### src/rtl/serdes_pkg.sv
// Shared constants for the SerDes receive path.
package serdes_pkg;

  // Width of one 8b/10b code group.
  localparam int SYMBOL_WIDTH = 10;

  // K28.5 comma code groups in RX parallel order: the first bit received
  // (bit 'a' of abcdei fghj) sits at bit 0.
  localparam logic [SYMBOL_WIDTH-1:0] K28_5_RDN = 10'b0101111100;
  localparam logic [SYMBOL_WIDTH-1:0] K28_5_RDP = 10'b1010000011;

endpackage : serdes_pkg

### src/rtl/sipo_bit_counter.sv
// Bit position counter: counts 0..WIDTH-1 and wraps. The terminal-count
// flag marks the edge that samples the last bit of a word.
module sipo_bit_counter
  import serdes_pkg::*;
#(
  parameter int WIDTH = SYMBOL_WIDTH
) (
  input  logic clk,
  input  logic rst,
  output logic last
);

  localparam int CW = (WIDTH > 1) ? $clog2(WIDTH) : 1;
  localparam logic [CW-1:0] LAST_CNT = CW'(WIDTH - 1);

  logic [CW-1:0] count_q;
  logic [CW-1:0] count_d;

  // Next count: wrap on the last bit of the word, otherwise advance.
  always_comb begin
    count_d = count_q;
    if (count_q == LAST_CNT) begin
      count_d = {CW{1'b0}};
    end else begin
      count_d = count_q + CW'(1);
    end
  end

  // Counter register; reset restarts the word boundary at bit 0.
  always_ff @(posedge clk) begin
    if (rst) begin
      count_q <= {CW{1'b0}};
    end else begin
      count_q <= count_d;
    end
  end

  assign last = (count_q == LAST_CNT);

endmodule : sipo_bit_counter

### src/rtl/sipo.sv
// Serial-to-parallel converter for the RX chain. Word boundaries are set by
// reset release only; there is no comma alignment here.
module sipo
  import serdes_pkg::*;
#(
  parameter int WIDTH     = SYMBOL_WIDTH,
  parameter bit LSB_FIRST = 1'b1
) (
  input  logic             BitCLK,
  input  logic             Reset,
  input  logic             Serial,
  output logic [WIDTH-1:0] RxParallel_10
);

  logic [WIDTH-1:0] shift_q;
  logic [WIDTH-1:0] shift_d;
  logic [WIDTH-1:0] rx_q;
  logic [WIDTH-1:0] rx_d;
  logic             word_last_s;

  // Insert one bit so that, after WIDTH shifts, the first bit of the word
  // ends up at bit 0 (LSB first) or at bit WIDTH-1 (MSB first).
  function automatic logic [WIDTH-1:0] shift_in(input logic [WIDTH-1:0] cur,
                                                 input logic            b);
    logic [WIDTH-1:0] res;
    if (LSB_FIRST) begin
      res = {b, cur[WIDTH-1:1]};
    end else begin
      res = {cur[WIDTH-2:0], b};
    end
    return res;
  endfunction

  sipo_bit_counter #(
    .WIDTH (WIDTH)
  ) u_bit_counter (
    .clk  (BitCLK),
    .rst  (Reset),
    .last (word_last_s)
  );

  // Next shift contents and output word; the output captures the word
  // including the bit sampled on the completing edge.
  always_comb begin
    shift_d = shift_in(shift_q, Serial);
    rx_d    = rx_q;
    if (word_last_s) begin
      rx_d = shift_d;
    end else begin
      rx_d = rx_q;
    end
  end

  // Shift and output registers; reset discards any partial word.
  always_ff @(posedge BitCLK) begin
    if (Reset) begin
      shift_q <= {WIDTH{1'b0}};
      rx_q    <= {WIDTH{1'b0}};
    end else begin
      shift_q <= shift_d;
      rx_q    <= rx_d;
    end
  end

  assign RxParallel_10 = rx_q;

endmodule : sipo

### config.mk
export PLATFORM = sky130hd
export DESIGN_NAME = sipo
export DESIGN_NICKNAME = d
export VERILOG_FILES = /design/src/rtl/serdes_pkg.sv /design/src/rtl/sipo_bit_counter.sv /design/src/rtl/sipo.sv
export SDC_FILE = /design/constraint.sdc
export NUM_CORES = 1
export LEC_CHECK = 0
export ABC_AREA = 1
export BUFFER_PORTS_ARGS = -buffer_cell sky130_fd_sc_hd__clkbuf_2
export CORE_MARGIN = 1.5
export CORE_UTILIZATION = 40
export DETAILED_ROUTE_END_ITERATION = 10
export SYNTH_ARGS = -nofsm -noshare
export SYNTH_HDL_FRONTEND = slang
export SYNTH_SLANG_ARGS = --single-unit
### constraint.sdc
create_clock -name BitCLK -period 3.2 [get_ports BitCLK]
set_input_delay 0.64 -clock BitCLK [delete_from_list [all_inputs] [get_ports BitCLK]]
set_output_delay 0.64 -clock BitCLK [all_outputs]
set_load 0.1 [all_outputs]
== Word-level counts from Yosys, hierarchy flattened ==
Index checks and enable logic that the tools add are counted.
Cells by class
  reductions and logical operators: 1
  equality and inequality tests: 1
  add/sub/neg operators: 1
Operators by type and width (count)
  4-bit by 1-bit adder with 4-bit output (second input constant): 1
  4-bit equality test (second input constant): 1
  2-bit OR reduction: 1
Word-level totals
  register bits after elaboration: 24
  input port bits: 3
  logic and storage cells: 6
  output and inout port bits: 10

== Logic depth before layout (Yosys ltp) ==
  word-level depth: 2
  gate-level depth with buffers: 6
  gate-level depth less buffers: 6

== By module ==
From an unflattened synthesis, not the netlist that was laid out.
Second synthesis, totals
  cell total of the unflattened synthesis: 104
  area total of the unflattened synthesis: 808.3 µm²
By module, submodules not included
  sipo: area each 626.9 µm², cells an instance 82, seq. area each 380.4 µm², times used 1
  sipo_bit_counter: area each 181.4 µm², cells an instance 22, seq. area each 80.1 µm², times used 1

== Worst setup path before layout ==
No wires, ideal clock.
  kind: register to output
  start point: reg rx_q[1] (netlist: RxParallel_10[1])
  end point: out RxParallel_10[1]
  arrival time: 0.925 ns
  stages on the path, launching flop included: 1
  path buffers: 0
  setup slack: 1.635 ns
  required time: 2.560 ns
  path through: dfxtp_1
RTL lines
  start, declared: RTL line sipo.sv:17  | logic [WIDTH-1:0] rx_q;
  start signal, assigned: RTL line sipo.sv:58  | rx_q <= {WIDTH{1'b0}};
  start signal, assigned: RTL line sipo.sv:61  | rx_q <= rx_d;
  end, declared: RTL line sipo.sv:12  | output logic [WIDTH-1:0] RxParallel_10
No word-level cell between the ends.

== Worst setup path in the final report ==
  start point: reg rx_q[9] (netlist: RxParallel_10[9])
  end point: out RxParallel_10[9]
No word-level cell between the ends.

==> metrics.cfg <==
[setup_path]
critPathTopFamily=buffers and inverters
cp.arrival_ps=1120
end_kind=output port
crit_fanout=2
critPathLaunchType=register
critPathBufInv=1
cp_data_required_time_ps=2560
crit_slowest_cell=clkbuf_2
max_stage_delay_ps=460
r2r_start=u_bit_counter.count_q[0]$_SDFF_PP0_
crit_type=reg2out
crit_start=RxParallel_10[9]$_SDFFE_PP0N_
path_cells=clkbuf_2

[logic_synthesis]
syn-num-nets=89
syn_inst=84
synth_top_flop_cell=dfxtp_1
synth_edf_count=0
ys_ff_latch=23
syn-mean-instance-area_um2=9.220
synthArstFlopShare_pct=0
yosys_warnings=0
yosysUniqueCellTypes=16
syn-cell-area_um2=774.5
ys_seq_area_share_pct=59.45

[power]
intPower_w=0.0003446
irDropWorstVdd_uv=275.8
p_leak_nw=0.4298
powerDensity_nw_per_um2=509.4
switchingPower_w=0.0001022
p_comb_share_pct=4.3
seq_power_share_pct=66.4
pwr-share-clk_pct=29.3
switching_share_pct=22.87

[outcome]
outcome=complete, no violations

[route]
firstDrtPassIters=5
wl_per_cell_um=9.301
drtIter0Drc=9
met1_length_um=532
drtAntennaViolNets=0
drc=0
met2_length_um=513
drt_wl_total_mm=1.144
route.met3.wl_um=82
vias_per_cell=4.358
num_vias=536
maxUsedRoutingLayer=met4

[placement]
io_buffers=12
hpwl_um=823.4
numPlacedInstances=119
routabilityCongestion=0.6942

[hold_path]
min_path_type=reg2reg
hp-start=shift_q[1]$_SDFF_PP0_

[clocking]
clk_pin_slew_worst_paths_ps=120
ctsHoldBuffers=0
clockBufferDepth=2
numCtsBuffers=3
clkSinkCount=23
cts_tree=built
cts_max_level=1
clock-root-buffer=clkbuf_4
clk_latency_ps=310
cts.repair.resized=0
post_cts_buffers=0

[timing]
fin_skew_ps=6.554
fin_crit_sh_pct=55.10
setup-violations-final=0
layout_min_cycle_time_ps=1763
timing.fmax_mhz=567.1
slew_headroom_pct=64.08
tightestPinTransition_ps=541.1
rsz0062_at_grt=false
drv_slew=0
setup_tns_ps=0
hold_viol_final=0

[cells_and_area]
diodes=0
finalNonFillerCells=123
final_common_cell=dfxtp_1
synthToLayoutAreaGrowth_pct=13.25
nFillCells=195
mostFrequentLayoutCells=23 x dfxtp_1, 14 x nor2_1, 13 x inv_1, 13 x nand2_1, 12 x clkbuf_2
nets=104
drive_above_1_share_pct=27.55
post-route-util_pct=49.72

[floorplanning]
ios=13
die_y_um=47
die-area_um2=2209
die_x_um=47
rows=15
coreArea_um2=1764
start_util_pct=43.90

[grt]
grtUsageTotal_pct=12.42
grt_pass1_wl_mm=1.856
grt_overflow=0
grt_pass1_vias=424
grt_max_degree=14
antenna_found_initial=0

[run]
drv_cap=0

worst register-to-register path, cell delays in order, from the launching register on:
cell and delay, ps:
dfxtp_1 420, ha_1 220, nand2_1 80, nor2_2 320
nor2_1 110, a21oi_2 120
cell type report:
class	count	area [um2]	share of cell area (%)
Clock inverter	1	5.005	0.5706
Sequential cell	23	460.4	52.50
Inverter	14	52.55	5.991
Tap cell	25	31.28	3.566
Multi-Input combinational cell	45	245.2	27.96
Timing Repair Buffer	12	60.06	6.847
Clock buffer	3	22.52	2.568
logic make-up (layout without fill, tap and decap cells):
family	Yosys count	after routing	share of synthesized area, %
and+or+nand+nor	32	32	17.45
DFF	23	23	59.45
buffers and inverters	16	30	8.885
adders and majority gates	2	2	3.231
xor gates and xnor gates	1	1	1.131
AOI/OAI and AO/OA	10	10	9.854
Yosys cell counts, types with 2 or more instances:
cell type / instances / area share [%]
dfxtp_1: 23 / 59
nor2_1: 14 / 6.8
a21oi_2: 7 / 7.9
nand2_1: 13 / 6.3
inv_1: 13 / 6.3
a21oi_1: 3 / 1.9
ha_1: 2 / 3.2
path summary, 6_finish.rpt:
path	end	slack, ps	depth (start not counted)
worst max-delay path	RxParallel_10[9]	1440	1
worst min-delay path	RxParallel_10[0]$_SDFFE_PP0N_	470	2
worst max register to register	RxParallel_10[5]$_SDFFE_PP0N_	1900	5
worst min register to register	RxParallel_10[0]$_SDFFE_PP0N_	470	2
metal layers:
layer  global-route usage, %  vias to the layer above
li1                        -                      283
met5                       0                        -
met4                   8.333                        0
met1                   16.71                      235
met2                   16.99                       16
met3                   3.846                        2
power by group through the flow:
stage          logic (W)  registers (W)  clock network (W)
4_1_cts        0.0000197       0.000297           0.000137
5_1_grt        0.0000219       0.000297           0.000147
3_5_place_dp   0.0000197       0.000303                  0
6_report       0.0000194       0.000297           0.000131
3_3_place_gp   0.0000195       0.000303                  0
2_1_floorplan  0.0000148       0.000305                  0
flip-flops by register name (all words and copies together), names as in the netlist:
name	count
RxParallel_10	10
u_bit_counter.count_q	4
shift_q	9
through the flow:
| step | power (W) | hold slack [ps] | cell area, um2 | setup slack [ps] |
|---|---|---|---|---|
| after global placement | 0.0003222 | 426.1 | 849.6 | 1718 |
| final | 0.0004468 | 466.0 | 877.1 | 1437 |
| after floorplan | 0.0003195 | 408.8 | 774.5 | 1635 |
| after CTS | 0.0004531 | 474.4 | 877.1 | 1424 |
| after detailed placement | 0.0003227 | 440.6 | 849.6 | 1667 |
| after global routing | 0.0004663 | 507.4 | 877.1 | 1388 |
(Power assumes the default switching activity.)
